[src/rtl/window_scheduler_if.sv]
// rtl/window_scheduler_if.sv - pixel ingress and window egress handshake bundle for window_scheduler
interface window_scheduler_if #(
    parameter int WORD_SIZE = 8,
    parameter int ROW_SIZE  = 540,
    parameter int COL_SIZE  = 540
);
    logic                        in_valid;
    logic                        in_ready;
    logic [WORD_SIZE-1:0]        in_pixel;
    logic                        win_en;
    logic [WORD_SIZE-1:0]        win_pixel;
    logic                        out_valid;
    logic                        out_ready;
    logic [$clog2(COL_SIZE)-1:0] out_row;
    logic [$clog2(ROW_SIZE)-1:0] out_col;

    modport master (
        output in_valid, in_pixel, out_ready,
        input  in_ready, win_en, win_pixel, out_valid, out_row, out_col
    );

    modport slave (
        input  in_valid, in_pixel, out_ready,
        output in_ready, win_en, win_pixel, out_valid, out_row, out_col
    );
endinterface

[src/rtl/window_scheduler.sv]
// rtl/window_scheduler.sv - sliding-window scan scheduler; optional WINDOW_SCHEDULER_ERR_EN adds sticky err
module window_scheduler #(
    parameter int WORD_SIZE   = 8,
    parameter int BUFFER_SIZE = 3,
    parameter int ROW_SIZE    = 540,
    parameter int COL_SIZE    = 540
) (
    input  logic                clk,
    input  logic                rst,
    input  logic                start,
    window_scheduler_if.slave   bus,
    output logic                busy,
    output logic                frame_done,
    output logic                err
);
    localparam int RW = $clog2(COL_SIZE);
    localparam int CW = $clog2(ROW_SIZE);
    localparam logic [RW-1:0] R_LAST  = RW'(COL_SIZE - 1);
    localparam logic [CW-1:0] C_LAST  = CW'(ROW_SIZE - 1);
    localparam logic [RW-1:0] R_FIRST = RW'(BUFFER_SIZE - 1);
    localparam logic [CW-1:0] C_FIRST = CW'(BUFFER_SIZE - 1);

    typedef enum logic [1:0] {IDLE, ACTIVE, FLUSH} state_t;

    state_t        state, state_next;
    logic [RW-1:0] r;
    logic [CW-1:0] c;
    logic          ready;
    logic          accept;
    logic          last_pixel;
    logic          qualify;
    logic          leave_flush;
    logic          out_valid_q;
    logic [RW-1:0] out_row_q;
    logic [CW-1:0] out_col_q;

    // A held window blocks ingress; consuming it frees the slot in the same cycle.
    assign ready       = (state == ACTIVE) && (!out_valid_q || bus.out_ready);
    assign accept      = bus.in_valid && ready;
    assign last_pixel  = (r == R_LAST) && (c == C_LAST);
    assign qualify     = (r >= R_FIRST) && (c >= C_FIRST);
    assign leave_flush = (state == FLUSH) && (!out_valid_q || bus.out_ready);

    assign bus.in_ready  = ready;
    assign bus.win_en    = accept;
    assign bus.win_pixel = bus.in_pixel;
    assign bus.out_valid = out_valid_q;
    assign bus.out_row   = out_row_q;
    assign bus.out_col   = out_col_q;
    assign busy          = (state != IDLE);

    always_ff @(posedge clk or negedge rst) begin
        if (!rst) state <= IDLE;
        else      state <= state_next;
    end

    always_comb begin
        state_next = state;
        case (state)
            IDLE:    if (start) state_next = ACTIVE;
            ACTIVE:  if (accept && last_pixel) state_next = FLUSH;
            FLUSH:   if (leave_flush) state_next = IDLE;
            default: state_next = IDLE;
        endcase
    end

    always_ff @(posedge clk or negedge rst) begin
        if (!rst) begin
            r <= '0;
            c <= '0;
        end else if (state == IDLE && start) begin
            r <= '0;
            c <= '0;
        end else if (accept) begin
            if (c == C_LAST) begin
                c <= '0;
                r <= r + 1'b1;
            end else begin
                c <= c + 1'b1;
            end
        end
    end

    // Window origin trails the newest pixel by K-1 in both axes.
    always_ff @(posedge clk or negedge rst) begin
        if (!rst) begin
            out_valid_q <= 1'b0;
            out_row_q   <= '0;
            out_col_q   <= '0;
        end else if (accept && qualify) begin
            out_valid_q <= 1'b1;
            out_row_q   <= r - R_FIRST;
            out_col_q   <= c - C_FIRST;
        end else if (bus.out_ready) begin
            out_valid_q <= 1'b0;
        end
    end

    always_ff @(posedge clk or negedge rst) begin
        if (!rst) frame_done <= 1'b0;
        else      frame_done <= leave_flush;
    end

`ifdef WINDOW_SCHEDULER_ERR_EN
    always_ff @(posedge clk or negedge rst) begin
        if (!rst)
            err <= 1'b0;
        else if ((start && state != IDLE) || (bus.in_valid && state == IDLE))
            err <= 1'b1;
    end
`else
    assign err = 1'b0;
`endif
endmodule

[src/flat_wrapper.sv]
// flat-port wrapper written by rule: the top's interface ports become plain ports
module window_scheduler_flat 
#(
    parameter int WORD_SIZE   = 8,
    parameter int BUFFER_SIZE = 3,
    parameter int ROW_SIZE    = 540,
    parameter int COL_SIZE    = 540
)
  (clk, rst, start, busy, frame_done, err, bus_in_valid, bus_in_pixel, bus_out_ready, bus_in_ready, bus_win_en, bus_win_pixel, bus_out_valid, bus_out_row, bus_out_col);
  window_scheduler_if #(.WORD_SIZE(WORD_SIZE), .ROW_SIZE(ROW_SIZE), .COL_SIZE(COL_SIZE)) bus_i ();
  input  logic clk;
  input  logic rst;
  input  logic start;
  output logic busy;
  output logic frame_done;
  output logic err;
  input wire logic [$bits(bus_i.in_valid)-1:0] bus_in_valid;
  input wire logic [$bits(bus_i.in_pixel)-1:0] bus_in_pixel;
  input wire logic [$bits(bus_i.out_ready)-1:0] bus_out_ready;
  output wire logic [$bits(bus_i.in_ready)-1:0] bus_in_ready;
  output wire logic [$bits(bus_i.win_en)-1:0] bus_win_en;
  output wire logic [$bits(bus_i.win_pixel)-1:0] bus_win_pixel;
  output wire logic [$bits(bus_i.out_valid)-1:0] bus_out_valid;
  output wire logic [$bits(bus_i.out_row)-1:0] bus_out_row;
  output wire logic [$bits(bus_i.out_col)-1:0] bus_out_col;
  assign bus_i.in_valid = bus_in_valid;
  assign bus_i.in_pixel = bus_in_pixel;
  assign bus_i.out_ready = bus_out_ready;
  assign bus_in_ready = bus_i.in_ready;
  assign bus_win_en = bus_i.win_en;
  assign bus_win_pixel = bus_i.win_pixel;
  assign bus_out_valid = bus_i.out_valid;
  assign bus_out_row = bus_i.out_row;
  assign bus_out_col = bus_i.out_col;
  window_scheduler #(.WORD_SIZE(WORD_SIZE), .BUFFER_SIZE(BUFFER_SIZE), .ROW_SIZE(ROW_SIZE), .COL_SIZE(COL_SIZE)) u_core (.clk(clk), .rst(rst), .start(start), .bus(bus_i), .busy(busy), .frame_done(frame_done), .err(err));
endmodule
[config.mk]
export PLATFORM = sky130hd
export DESIGN_NAME = window_scheduler_flat
export DESIGN_NICKNAME = d
export VERILOG_FILES = /design/src/rtl/window_scheduler_if.sv /design/src/rtl/window_scheduler.sv /design/src/flat_wrapper.sv
export SDC_FILE = /design/constraint.sdc
export NUM_CORES = 1
export LEC_CHECK = 0
export ABC_AREA = 0
export BUFFER_PORTS_ARGS = -buffer_cell sky130_fd_sc_hd__buf_4
export CAP_MARGIN = 20
export CORE_UTILIZATION = 60
export CTS_CLUSTER_SIZE = 14
export DETAILED_ROUTE_END_ITERATION = 16
export PLACE_DENSITY = 0.85
export SLEW_MARGIN = 20
export SYNTH_ARGS = -nofsm -noshare
export SYNTH_HDL_FRONTEND = slang
export SYNTH_SLANG_ARGS = --single-unit
[constraint.sdc]
create_clock -name clk -period 4.6 [get_ports clk]
set_clock_uncertainty 0.15 [all_clocks]
set_input_delay 0.23 -clock clk [delete_from_list [all_inputs] [get_ports clk]]
set_output_delay 0.23 -clock clk [all_outputs]
set_load 0.05 [all_outputs]
==> out/results.ini <==
[detailed_routing]
avgViaCountPerCell=5.930
routed_wl_mm=4.843
drt_iter0_drc=120
dr.pass1.iters=4
antenna_left=0
avgRoutedWirePerCell_microns=14.81
via_count=1939
drc=0

[synthesis]
avgSynthCellArea_sq_um=9.431
yosys.area.top_type=dfrtp_1
syn_area_sq_um=2509
seq_area_frac_synth_pct=43.89
synth_edf_count=0
ys_async_sr_fraction_pct=100.0
synthTopCellsByArea=dfrtp_1, xnor2_1, o21ai_0
synthCells=266
yosys.cell_types.count=43
yosys_warnings=0
synth_top_area_share_pct=43.89
synth_seq_cells=44
syn_nets=287
synth_ff_type=dfrtp_1

[pwr]
comb_power_share_pct=47.1
p_leak_nw=1.152
clkPwrFrac_pct=14.3
p_int_w=0.0008442
p_per_area_nw_per_um2=600.2
peakVddDrop_mv=0.2074
p_seq_share_pct=38.6
switching_share_pct=47.05
p_switching_w=0.0007502

[clock_network]
cts_resized=0
cts_root_buffer=clkbuf_8
postCtsSetupBuffers=0
clock-sinks=44
numCtsBuffers=5
cts-htree-levels=2
clk_pin_slew_ns=0.08
cts_buffer_depth=2
cts_hold_buf=1
clock_latency_ns=0.30
cts_tree=yes

[cells_and_area]
fin_cells=327
drive_gt1_share_pct=15.88
syn_to_final_growth_pct=5.885
nets=298
antenna_cells=0
final_util_pct=66.41

[die]
initial_core_util_pct=62.72
core_area_sq_um=4000
die_y_microns=66.66
dieWidth_microns=66.66
io_pins=47
die-area_sq_um=4444
std_cell_rows=23

[critical_path]
worstPathCellList=or2_2 -> nor2_1 -> a21oi_2 -> or4_1 -> a21oi_1
cp.arrival_ns=2.87
critical_path.max_fanout=15
worstSetupEndpointType=flop
cp_slowest_cell=nor2_1
cpPeakStageDelay_ns=0.75
worstPathRequired_ns=4.68
crit_path_start_kind=flop
worstSetupPathType=reg -> reg

[global_route]
antenna_found_initial=0
grt_usage_pct=25.04
overflow=0
first_global_vias=1777
grt_pass1_wl_mm=8.197
grt_max_degree=45

[timing]
fin_crit_ns=2.792
fin_crit_sh_pct=60.70
slew_violations=0
finalSetupTns_ns=0
worst_pin_slew_ns=0.9880
maxSlewHeadroom_pct=33.89
hold_viol=0
fmax_mhz=358.1
setup_viol=0
rsz0062_at_grt=no

[placement]
hpwlAfterDp_mm=3.436
dpl.cell_count=319
portBuffers=29
place.gp.congestion=0.8918

[hold_path]
min_path_type=in -> reg

[flow_run]
cap_violations=0

[outcome]
status=finished clean

path summary, 6_finish.rpt:
check                                                  startpoint                                 to  slack (ns)  cells after the start
worst max-delay path                  u_core.state[1]$_DFFE_PN0P_            u_core.r[8]$_DFFE_PN0P_        1.81                      5
worst min-delay path                                bus_out_ready        u_core.state[1]$_DFFE_PN0P_        0.08                      4
worst max register to register        u_core.state[1]$_DFFE_PN0P_            u_core.r[8]$_DFFE_PN0P_        1.81                      5
worst min register to register  u_core.bus.out_row[7]$_DFFE_PN0P_  u_core.bus.out_row[7]$_DFFE_PN0P_        0.34                      2
max in group asynchronous                                     rst            u_core.r[7]$_DFFE_PN0P_        3.62                      2
min in group asynchronous                                     rst            u_core.r[8]$_DFFE_PN0P_        0.30                      2
metal layers:
layer	routed length, microns	GRT usage [%]	share of wire (%)
met1	2306	34.40	48
met2	2147	38.38	44
met3	303	5.479	6.3
met4	86	9.574	1.8
met5	0	0	0
cells by family after synthesis:
kind of cell / synth area share (%)
compound gates: 12.92
buf+inv: 10.32
simple gates: 22.79
flops: 43.89
other cells: 0.1495
fa+ha+maj: 3.990
xor+xnor: 5.935
Yosys cell counts (4+ instances only):
master / count
dfrtp_1: 44
nand2_1: 30
o21ai_0: 23
a21oi_1: 16
nor2_1: 16
xnor2_1: 16
buf_4: 12
inv_1: 9
nor3_1: 9
ha_1: 8
or4_1: 8
nand4_1: 7
nor3b_1: 6
or3_1: 6
buf_6: 5
nand3_1: 5
o31ai_1: 5
buf_2: 4
clkbuf_8: 4
final cells by class:
class / instances / area [sq um]
clock buffer: 6 / 72.57
inverter: 9 / 33.78
tap: 50 / 62.56
clock inverter: 1 / 5.005
fill: 329 / 1344
multi-input combinational: 187 / 1154
timing repair buffer: 30 / 227.7
sequential: 44 / 1101
worst max-delay path: cells and delay by family, from the launching register on:
| kind | cells | cell delay (ns) |
|---|---|---|
| and+or+nand+nor | 3 | 1.67 |
| DFF | 1 | 0.48 |
| AOI/OAI and AO/OA | 2 | 0.41 |
placed cells by master, fill, tap and decap left out, types with 2 or more instances in the layout:
cell / count
xnor2_1: 16
nand3_1: 4
inv_1: 9
nand2_1: 30
or3_2: 2
nor3b_1: 6
dfrtp_1: 44
or4_1: 8
nor3_1: 9
or3_1: 6
o31ai_1: 5
o21ai_0: 23
clkbuf_8: 5
nand3b_1: 3
ha_1: 8
nand4_1: 7
nor2b_1: 2
buf_4: 29
nor4_1: 3
a21oi_1: 16
nor2_1: 16
o21ai_1: 3
a21o_1: 2
registers in the layout, summed over array words and instances, names as in the netlist:
signal,count
u_core.bus.out_col,10
u_core.bus.out_row,10
u_core.c,10
u_core.r,10
u_core.state,2
u_core.bus.out_valid,1
u_core.frame_done,1
metrics by stage:
step	total power, W	cell area [sq um]	hold WS [ns]	setup WS [ns]
floorplan	0.001199	2509	-0.2156	2.176
global placement	0.001341	2564	0.1084	1.768
detailed placement	0.001373	2564	0.1101	1.687
CTS	0.001599	2651	0.07766	1.675
global route	0.001692	2656	0.09486	1.644
finish	0.001594	2656	0.08151	1.808
power groups by stage:
stage          clock [W]  sequential, W  combinational, W
5_1_grt         0.000247       0.000632          0.000814
3_5_place_dp           0       0.000621          0.000752
4_1_cts         0.000232       0.000613          0.000754
6_report        0.000229       0.000615          0.000751
3_3_place_gp           0       0.000615          0.000726
2_1_floorplan          0       0.000858          0.000341
Power figures use the tool's default switching activity.
